$ cat config.mk
export PLATFORM = sky130hd
export DESIGN_NAME = sum_serial_ctrl
export DESIGN_NICKNAME = d
export VERILOG_FILES = /design/src/rtl/sum_serial_ctrl.sv
export SDC_FILE = /design/constraint.sdc
export NUM_CORES = 1
export LEC_CHECK = 0
export CAP_MARGIN = 20
export CORE_ASPECT_RATIO = 0.8
export CORE_UTILIZATION = 41
export DETAILED_ROUTE_END_ITERATION = 10
export GPL_TIMING_DRIVEN = 0
export PLACE_DENSITY = 0.65
export SLEW_MARGIN = 20
export SYNTH_ARGS = -nofsm -noshare
export SYNTH_HDL_FRONTEND = slang
export SYNTH_SLANG_ARGS = --single-unit
export TNS_END_PERCENT = 30
$ cat constraint.sdc
create_clock -name clk -period 3.7 [get_ports clk]
set_clock_uncertainty 0.15 [all_clocks]
set_input_delay 0.74 -clock clk [delete_from_list [all_inputs] [get_ports clk]]
set_output_delay 0.74 -clock clk [all_outputs]
set_load 0.02 [all_outputs]
$ cat src/rtl/sum_serial_ctrl.sv
// Bit-serial adder sequencer: drives one shared full-adder cell LSB-first over WIDTH cycles.
// Accept-to-done latency WIDTH+1 cycles; start is only honoured in IDLE (no queueing).
module sum_serial_ctrl #(
    parameter int WIDTH = 4
) (
    input  logic             clk,
    input  logic             rst,
    input  logic             start,
    input  logic [WIDTH-1:0] a,
    input  logic [WIDTH-1:0] b,
    input  logic             cin,
    output logic             add_x,
    output logic             add_y,
    output logic             add_c,
    input  logic             add_s,
    input  logic             add_co,
    output logic             busy,
    output logic             done,
    output logic [WIDTH-1:0] sum,
    output logic             cout
);

    localparam int CW = $clog2(WIDTH + 1);
    localparam logic [CW-1:0] LAST = CW'(WIDTH - 1);

    typedef enum logic [1:0] {IDLE, RUN, DONE} state_t;

    state_t           state_q;
    logic [WIDTH-1:0] a_sh_q;
    logic [WIDTH-1:0] b_sh_q;
    logic [WIDTH-1:0] sum_q;
    logic [WIDTH-1:0] sum_d;
    logic [CW-1:0]    cnt_q;
    logic             carry_q;
    logic             cout_q;
    logic             done_q;
    logic             busy_q;
    logic             run;

    assign run = (state_q == RUN);

    // Adder inputs are forced low outside RUN so the shared cell sees no activity.
    assign add_x = run & a_sh_q[0];
    assign add_y = run & b_sh_q[0];
    assign add_c = run & carry_q;

    always_comb begin
        sum_d            = sum_q >> 1;
        sum_d[WIDTH-1]   = add_s;
    end

    always_ff @(posedge clk or posedge rst) begin
        if (rst) begin
            state_q <= IDLE;
            a_sh_q  <= '0;
            b_sh_q  <= '0;
            sum_q   <= '0;
            cnt_q   <= '0;
            carry_q <= 1'b0;
            cout_q  <= 1'b0;
            done_q  <= 1'b0;
            busy_q  <= 1'b0;
        end else begin
            case (state_q)
                IDLE: begin
                    if (start) begin
                        a_sh_q  <= a;
                        b_sh_q  <= b;
                        carry_q <= cin;
                        cnt_q   <= '0;
                        busy_q  <= 1'b1;
                        state_q <= RUN;
                    end
                end
                RUN: begin
                    sum_q   <= sum_d;
                    a_sh_q  <= a_sh_q >> 1;
                    b_sh_q  <= b_sh_q >> 1;
                    carry_q <= add_co;
                    cnt_q   <= cnt_q + CW'(1);
                    if (cnt_q == LAST) begin
                        cout_q  <= add_co;
                        done_q  <= 1'b1;
                        state_q <= DONE;
                    end
                end
                DONE: begin
                    done_q  <= 1'b0;
                    busy_q  <= 1'b0;
                    state_q <= IDLE;
                end
                default: state_q <= IDLE;
            endcase
        end
    end

    assign busy = busy_q;
    assign done = done_q;
    assign sum  = sum_q;
    assign cout = cout_q;

endmodule

==> impl_metrics.env <==
export IMPL_rows=15
export IMPL_intPower_mw=0.6706
export IMPL_multiInputGateArea_um2=407.9
export IMPL_clk_pin_slew_ns=0.12
export IMPL_register_area_um2=525.5
export IMPL_relSlewSlack=0.4544
export IMPL_tightest_slew_ns=0.8176
export IMPL_num_fill_cells=201
export IMPL_area_delta_synth_final_pct=28.40
export IMPL_drc_errors=2
export IMPL_gr_usage_met1=0.2323
export IMPL_ctsHoldBuffers=0
export IMPL_cts_resized=0
export IMPL_path_buf_inv=1
export IMPL_die_area_um2=2676
export IMPL_yosys_top_cells_count="21 x dfrtp_1, 11 x inv_1, 7 x nor3b_1, 7 x nor4b_1, 6 x a211oi_2"
export IMPL_hold_viol=0
export IMPL_dp_cells=133
export IMPL_initial_core_util=0.4500
export IMPL_p_sw_mw=0.4170
export IMPL_critPathLaunchType="flop"
export IMPL_outcome="complete, but fails checks"
export IMPL_wl_per_cell_um=14.38
export IMPL_io_buffers=23
export IMPL_hpwl_um=1363
export IMPL_critPathMaxStageDelay_ns=0.61
export IMPL_busiest_layer="met2"
export IMPL_setup_tns_ns=0
export IMPL_core_area_um2=2252
export IMPL_synthCells=85
export IMPL_p_clk_frac=0.103
export IMPL_cts_made_buffers=3
export IMPL_leakagePower_nw=0.5626
export IMPL_synth_seq_area_share=0.5185
export IMPL_grt_pass1_vias=723
export IMPL_fp_dieW_um=57.59
export IMPL_yosys_warnings=0
export IMPL_synthArstFlopShare=1.000
export IMPL_postCtsSetupRepairBufs=0
export IMPL_numClockSinks=21
export IMPL_seqPwrFrac=0.358
export IMPL_worstPathRequired_ns=2.81
export IMPL_finalCritPeriodShare=0.6968
export IMPL_syn_area_per_cell_um2=11.92
export IMPL_finalCriticalPeriod_ns=2.578
export IMPL_worst_ep_arrival_time_ns=1.69
export IMPL_crit_type="flop to primary output"
export IMPL_synth_top_cell_by_area="dfrtp_1"
export IMPL_use_met3=0.06180
export IMPL_synth_area_leaders="dfrtp_1 52%, a211oi_2 7.4%, nor4b_1 6.0%, mux2_2 5.6%, nor3b_1 5.2%"
export IMPL_synth_ff_latch_count=21
export IMPL_syn_nets=101
export IMPL_yosysMostFrequentCell="dfrtp_1"
export IMPL_cts_tree="yes"
export IMPL_root_buffer="clkbuf_4"
export IMPL_dr_pass1_iters=7
export IMPL_switching_share=0.3834
export IMPL_max_freq_mhz=387.9
export IMPL_final_cells=137
export IMPL_cts_buffer_depth=2
export IMPL_synth_top_area_frac=0.5185
export IMPL_path_delay_family="buffers and inverters"
export IMPL_p_per_area_nw_per_um2=835.8
export IMPL_vias=728
export IMPL_p_comb_frac=0.540
export IMPL_slew_viol_final=0
export IMPL_diodes=0
export IMPL_synth_ff_type="dfrtp_1"
export IMPL_crit_chain="nand2b_1, nor2_1, clkdlybuf4s50_1"
export IMPL_cap_violations=0
export IMPL_crit_fanout=5
export IMPL_htree_levels=1
export IMPL_place_gp_congestion=0.7571
export IMPL_drtIter0Drc=13
export IMPL_grt_usage=0.1789
export IMPL_crit_slowest_cell="clkdlybuf4s50_1"
export IMPL_grt_overflow_total=0
export IMPL_ant_nets=0
export IMPL_synth_cell_type_count=24
export IMPL_clk_latency_ns=0.30
export IMPL_setup_viol=0
export IMPL_vias_per_cell=5.314
export IMPL_grt_max_degree=22
export IMPL_pin_count=24
export IMPL_final_net_count=129
export IMPL_synth_edff_count=0
export IMPL_drive_gt1_frac=0.1607
export IMPL_antenna_found_initial=0
export IMPL_grt_use_met2=0.2837
export IMPL_endpoint_kind="primary output"
export IMPL_drt_total_wl_um=1970
export IMPL_syn_area_um2=1013
export IMPL_die_h_um=46.47
export IMPL_grt_pass1_wl_um=3394
export IMPL_ir_drop_mv=0.4317
export IMPL_rsz0062_at_grt="false"
export IMPL_violations="design-rule violations"
export IMPL_min_path_type="flop to flop"
## sequential cells by signal (all words and copies together) (netlist names)
name     count
cout         1
b_sh_q       4
busy         1
state_q      2
sum          4
done         1
a_sh_q       4
cnt_q        3
carry_q      1
## worst paths after layout
kind / start / endpoint / slack (ns) / cells after the start
worst max register to register: cnt_q[0] / cout / 2.15 / 4
worst max-delay path: state_q[1] / add_y / 1.12 / 3
worst min register to register: cout / cout / 0.35 / 1
max in group asynchronous: rst / cnt_q[2] / 2.16 / 2
worst min-delay path: cout / cout / 0.35 / 1
min in group asynchronous: rst / sum[2] / 0.73 / 2
## power groups by stage
stage               combinational (mW)  clock, mW  sequential, mW
finish                           0.587      0.112           0.389
global route                     0.643      0.126           0.406
CTS                              0.596      0.118           0.390
detailed placement               0.594          0           0.396
global placement                 0.588          0           0.391
floorplan                        0.356          0           0.430
## routing by layer
| layer | part of all wire | routed length, µm | up-vias |
|---|---|---|---|
| li1 | - | - | 354 |
| met2 | 0.42 | 837 | 20 |
| met1 | 0.51 | 1004 | 352 |
| met5 | 0 | 0 | - |
| met3 | 0.058 | 115 | 2 |
| met4 | 0.0061 | 12 | 0 |
## metrics by stage
stage          utilization  hold slack (ns)  setup slack [ns]  cell area, µm²  power, mW
3_3_place_gp        0.5661           0.3231             1.454            1275     0.9793
6_report            0.5778           0.3513             1.122            1301      1.088
2_1_floorplan            -           0.3061             1.940            1013     0.7861
3_5_place_dp        0.5661           0.3239             1.452            1275     0.9901
5_1_grt             0.5778           0.3761            0.9680            1301      1.175
4_1_cts             0.5778           0.3570             1.099            1301      1.104
## cell type report
cell class,instances,share of cell area
flip-flops and latches,21,0.4038
multi-input cells,48,0.3135
repair buffers,23,0.1769
inverters,11,0.03173
plain buffers,5,0.02981
well taps,25,0.02404
clock buffers,4,0.02019
## cells in the final DEF, fill, tap and decap left out
| cell | netlist | final |
|---|---|---|
| a211oi_2 | 6 | 6 |
| a21oi_1 | 3 | 3 |
| a221oi_1 | 1 | 1 |
| a22o_1 | 3 | 3 |
| and2b_1 | 1 | 1 |
| buf_2 | 1 | 1 |
| buf_4 | 1 | 1 |
| buf_6 | 2 | 2 |
| clkbuf_1 | 1 | 2 |
| clkbuf_4 | 0 | 3 |
| clkdlybuf4s50_1 | 0 | 23 |
| dfrtp_1 | 21 | 21 |
| ha_1 | 2 | 2 |
| inv_1 | 11 | 11 |
| mux2_1 | 1 | 1 |
| mux2_2 | 5 | 5 |
| nand2_1 | 1 | 1 |
| nand2b_1 | 3 | 3 |
| nand3b_1 | 1 | 1 |
| nor2_1 | 3 | 3 |
| nor2b_1 | 1 | 1 |
| nor3b_1 | 7 | 7 |
| nor4b_1 | 7 | 7 |
| o21ai_0 | 1 | 1 |
| o21bai_1 | 1 | 1 |
| o2bb2ai_1 | 1 | 1 |
## cells by family after synthesis
| kind of cell | count (synthesis) | share of synthesized area |
|---|---|---|
| adder cells (fa/ha/maj) | 2 | 0.02469 |
| AO/OA/AOI/OAI | 16 | 0.1444 |
| buffers and inverters | 16 | 0.07901 |
| flip-flops | 21 | 0.5185 |
| multiplexers | 6 | 0.06666 |
| AND/OR/NAND/NOR | 24 | 0.1667 |
Note: power is estimated with default switching activity, not from simulation.
